<file path="src/rtl/mem_arbiter.sv">
`default_nettype none
// ============================================================================
// Module      : mem_arbiter
// Description : Single-port memory arbiter between the CPU and loader masters.
//               CPU has priority; a streak limiter prevents loader starvation.
// Revision    : 1.0 - initial release
// ============================================================================
module mem_arbiter #(
    parameter int AW     = 12,
    parameter int DW     = 16,
    parameter int RD_LAT = 2,
    parameter int STREAK = 4
) (
    input  logic          clk,
    input  logic          rst,
    input  logic          cpu_req,
    input  logic          cpu_we,
    input  logic [AW-1:0] cpu_addr,
    input  logic [DW-1:0] cpu_wdata,
    output logic          cpu_ack,
    output logic [DW-1:0] cpu_rdata,
    input  logic          ldr_req,
    input  logic          ldr_we,
    input  logic [AW-1:0] ldr_addr,
    input  logic [DW-1:0] ldr_wdata,
    output logic          ldr_ack,
    output logic [DW-1:0] ldr_rdata,
    output logic          mem_en,
    output logic          mem_we,
    output logic [AW-1:0] mem_addr,
    output logic [DW-1:0] mem_wdata,
    input  logic [DW-1:0] mem_rdata,
    output logic          busy
);

    localparam logic [3:0] C_STREAK    = 4'(STREAK);
    localparam logic [2:0] C_WAIT_INIT = 3'(RD_LAT - 1);

    typedef enum logic [1:0] {
        IDLE  = 2'd0,
        ISSUE = 2'd1,
        WAIT  = 2'd2,
        DONE  = 2'd3
    } state_t;

    state_t        r_state;
    state_t        w_next;
    logic          r_owner;     // 1 = loader owns the current access
    logic          r_we;
    logic [AW-1:0] r_addr;
    logic [DW-1:0] r_wdata;
    logic [3:0]    r_streak;
    logic [2:0]    r_wait;
    logic          w_any_req;
    logic          w_grant_ldr;

    assign w_any_req   = cpu_req | ldr_req;
    assign w_grant_ldr = ldr_req & (~cpu_req | (r_streak == C_STREAK));

    always_ff @(posedge clk) begin
        if (rst) begin
            r_state <= IDLE;
        end else begin
            r_state <= w_next;
        end
    end

    always_comb begin
        w_next    = r_state;
        mem_en    = 1'b0;
        mem_we    = 1'b0;
        mem_addr  = '0;
        mem_wdata = '0;
        cpu_ack   = 1'b0;
        ldr_ack   = 1'b0;
        busy      = (r_state != IDLE);
        case (r_state)
            IDLE: begin
                if (w_any_req) begin
                    w_next = ISSUE;
                end
            end
            ISSUE: begin
                mem_en    = 1'b1;
                mem_we    = r_we;
                mem_addr  = r_addr;
                mem_wdata = r_wdata;
                w_next    = r_we ? DONE : WAIT;
            end
            WAIT: begin
                if (r_wait == 3'd0) begin
                    w_next = DONE;
                end
            end
            DONE: begin
                cpu_ack = ~r_owner;
                ldr_ack = r_owner;
                w_next  = IDLE;
            end
            default: begin
                w_next = IDLE;
            end
        endcase
    end

    always_ff @(posedge clk) begin
        if (rst) begin
            r_owner   <= 1'b0;
            r_we      <= 1'b0;
            r_addr    <= '0;
            r_wdata   <= '0;
            r_streak  <= 4'd0;
            r_wait    <= 3'd0;
            cpu_rdata <= '0;
            ldr_rdata <= '0;
        end else begin
            case (r_state)
                IDLE: begin
                    if (w_any_req) begin
                        r_owner <= w_grant_ldr;
                        r_we    <= w_grant_ldr ? ldr_we    : cpu_we;
                        r_addr  <= w_grant_ldr ? ldr_addr  : cpu_addr;
                        r_wdata <= w_grant_ldr ? ldr_wdata : cpu_wdata;
                        // Streak only grows while the loader is actually kept waiting
                        if (w_grant_ldr || !ldr_req) begin
                            r_streak <= 4'd0;
                        end else begin
                            r_streak <= r_streak + 4'd1;
                        end
                    end
                end
                ISSUE: begin
                    if (!r_we) begin
                        r_wait <= C_WAIT_INIT;
                    end
                end
                WAIT: begin
                    if (r_wait != 3'd0) begin
                        r_wait <= r_wait - 3'd1;
                    end else if (r_owner) begin
                        ldr_rdata <= mem_rdata;
                    end else begin
                        cpu_rdata <= mem_rdata;
                    end
                end
                default: begin
                end
            endcase
        end
    end

endmodule
`default_nettype wire
</file>
<file path="config.mk">
export PLATFORM = sky130hd
export DESIGN_NAME = mem_arbiter
export DESIGN_NICKNAME = d
export VERILOG_FILES = /design/src/rtl/mem_arbiter.sv
export SDC_FILE = /design/constraint.sdc
export NUM_CORES = 1
export LEC_CHECK = 0
export CAP_MARGIN = 0
export CORE_AREA = 2 2 96 98
export DETAILED_ROUTE_END_ITERATION = 12
export DIE_AREA = 0 0 98 100
export PLACE_DENSITY = 0.74
export SYNTH_ARGS = -nofsm -noshare
export SYNTH_HDL_FRONTEND = slang
export SYNTH_SLANG_ARGS = --single-unit
</file>
<file path="constraint.sdc">
create_clock -name clk -period 4.13 [get_ports clk]
set_input_delay 0.826 -clock clk [delete_from_list [all_inputs] [get_ports clk]]
set_output_delay 0.826 -clock clk [all_outputs]
set_load 0.1 [all_outputs]
</file>
==> impl_metrics.toml <==
[status]
status = "complete, no violations"

[timing]
rsz0062_at_grt = "no"
fin_skew_ns = 0.0165
relSlewSlack_pct = 27.6
finalMaxSlewViolations = 0
setup_violations = 0
timing_hold_violations_final = 0
fmaxAchievable_ghz = 0.312
finalCritPeriodShare_pct = 77.5
worstMarginPinSlew_ns = 1.09
finalWorstPathRequiredPeriod_ns = 3.20
fin_setup_tns_ns = 0

[route]
routed_wire_length_per_instance_um = 13.9
first_iter_violations = 87
route.antenna.remaining_nets = 0
wirelength_mm = 9.10
vias = 3380
number_of_drc_violations_after_detailed_routing = 0
vias_per_cell = 5.17
drtPass1Iterations = 4

[global_routing]
globalRoute.totalOverflow = 0
grt_use_total_pct = 18.3
largest_net_degree_at_the_start_of_global_routing = 61
grt_pass1_wl_mm = 14.8
grt_antenna_before_repair = 0
via_count_of_the_first_global_routing_pass = 3150

[critical_path]
timing.reg2reg.worst_path_depth = 6
worstSetupStartpointType = "flop"
cp_top_family = "buffers and inverters"
worst_path_buffer_plus_inverter_count = 3
cells_along_the_critical_path = "inv_1 > ha_1 > inv_1 > clkdlybuf4s50_1"
crit_path_end_kind = "output pin"
slowest_delay_ns = 1.15
timing.critical_path.required_ns = 3.30
timing_worst_setup_path_type = "flop to output pin"
crit_path_top_delay_cell = "clkdlybuf4s50_1"
worst-path-stages = 4
path_max_fanout = 5
reg2reg_slack_ns = 1.69
worst-endpoint-arrival_ns = 2.38
crit_top_cell = "inv_1"

[logic_synthesis]
synth_top_area_cells = "dfxtp_1 42%, a21bo_1 8.5%, nand2_1 7.1%"
synth_top_flop_cell = "dfxtp_1"
synth_nets = 507
syn-cell-area_mm2 = 0.00342
synth-edff-count = 0
share_of_the_synthesized_area_in_the_top_cell_type_pct = 41.5
synth.avg_cell_area_um2 = 8.15
syn-instance-count = 420
synthDistinctLibCells = 36
yosysTopAreaCell = "dfxtp_1"
ys_ff_latch = 71
ys.warnings.count = 0
register_area_share_after_synthesis_pct = 41.5
synth-async-reset-ratio_pct = 0

[final_layout]
finalNonFillerCells = 654
most-common-layout-cells = "112 x clkdlybuf4s50_1, 71 x dfxtp_1, 65 x nand2_1"
final_common_cell = "clkdlybuf4s50_1"
finish.net_count = 625
drive_gt1_share_pct = 9.58
antenna_cells = 0
area_delta_synth_final_pct = 44.4

[cts]
cts_hold_buffers = 0
cts-resized-gates = 0
clock_sinks = 71
htreeDepth = 3
tritoncts_clock_tree = "built"
cts.path.max_buffers = 2
worst_skew_pair.late_latency_ns = 0.35
tritoncts.num_buffers = 9
post_cts_buffers = 0
cts.reportedPaths.clkPinSlew_ns = 0.09
cts-root-buf = "clkbuf_8"

[power]
power.switching_mw = 1.61
seq_power_share_pct = 30.1
p_sw_share_pct = 51.3
irDropWorstVdd_v = 0.000252
p_comb_share_pct = 53.7
power.share.clock_pct = 16.1
leak_nw = 1.90
power_report.internal_total_mw = 1.52
power.density_mw_per_mm2 = 633

[worst_hold_path]
timing.hold.worst_path_depth = 2
holdCritPathClass = "flop to flop"

[placed_design]
port_buffers = 142
place.detailed.instances = 638
dp_hpwl_mm = 6.39
finalWeightedCongestion = 0.763

[die]
core_mm2 = 0.00889
floorplan.die.height_um = 100
die_wd_um = 98
initial_core_util_pct = 38.5
core.rowCount = 35
io-pin-count = 143
dieArea_mm2 = 0.00980

[job]
maxCapViolations = 0
==> registers in the layout (all words and copies together), names as in the netlist <==
name,count
r_addr,12
r_streak,4
ldr_rdata,16
r_we,1
cpu_rdata,16
r_owner,1
r_wdata,16
r_wait,3
r_state,2
==> power by group through the flow <==
stage	clock [mW]	combinational (mW)	sequential, mW
after floorplan	0	1.09	1.17
after global placement	0	1.66	0.945
after detailed placement	0	1.68	0.956
after CTS	0.523	1.69	0.942
after global routing	0.555	1.80	0.965
final	0.505	1.68	0.943
==> cell usage after synthesis, types with 3 or more instances <==
master     n
clkbuf_1  19
a31oi_1   30
and2_1    31
a211oi_1   3
o21ai_1    4
a21oi_1   36
ha_1       9
nand2_1   65
o21ai_0   32
o21a_1     3
dfxtp_1   71
nor3_1     4
nand3_1   31
a21bo_1   29
inv_1     10
buf_2     15
==> cell type report <==
class	instances	area [um2]
clock inverters	7	56.3
fillers	850	3950
repair buffers	145	1370
flip-flops and latches	71	1420
clock buffers	9	124
inverters	10	37.5
well taps	111	139
multi-input cells	301	1800
==> worst reg2reg max path, stage by stage, from the launching register on <==
cell and delay, ns:
dfxtp_1 0.36, inv_1 0.07, ha_1 0.19, nand4b_2 0.83
buf_4 0.55, a21bo_1 0.21, a31oi_1 0.17
==> kinds of logic after synthesis <==
group | synth area share (%)
flip-flops | 41.5
AND/OR/NAND/NOR | 21.2
buffers and inverters | 6.11
XOR/XNOR | 0.512
multiplexers | 0.585
AO/OA/AOI/OAI | 26.8
adder cells (fa/ha/maj) | 3.29
==> metal layers <==
metal	vias up	track usage (%)	part of all wire, %
li1	1688	-	-
met1	1540	22.5	44
met2	136	30.3	46
met3	16	5.36	8.4
met4	0	7.16	1.9
met5	-	0	0
==> path summary, 6_finish.rpt <==
path / start / to
hold / removal: ldr_rdata[14]$_SDFFE_PP0P_ / ldr_rdata[14]$_SDFFE_PP0P_
hold reg to reg: ldr_rdata[14]$_SDFFE_PP0P_ / ldr_rdata[14]$_SDFFE_PP0P_
setup reg to reg: r_streak[0]$_SDFFE_PP0P_ / r_addr[1]$_SDFFE_PP0P_
setup / recovery: r_state[0]$_SDFFE_PP0P_ / busy
==> metrics by stage <==
| stage | utilization [%] | hold WS, ns | power, mW | setup slack (ns) | cell area [um2] |
|---|---|---|---|---|---|
| 6_report | 55.6 | 0.455 | 3.13 | 0.928 | 4940 |
| 5_1_grt | 55.6 | 0.472 | 3.32 | 0.799 | 4940 |
| 4_1_cts | 55.6 | 0.457 | 3.15 | 0.900 | 4940 |
| 3_5_place_dp | 53.6 | 0.447 | 2.64 | 0.816 | 4760 |
| 3_3_place_gp | 53.6 | 0.443 | 2.61 | 0.885 | 4760 |
| 2_1_floorplan | - | 0.462 | 2.26 | 0.738 | 3420 |
(Power assumes the default switching activity.)
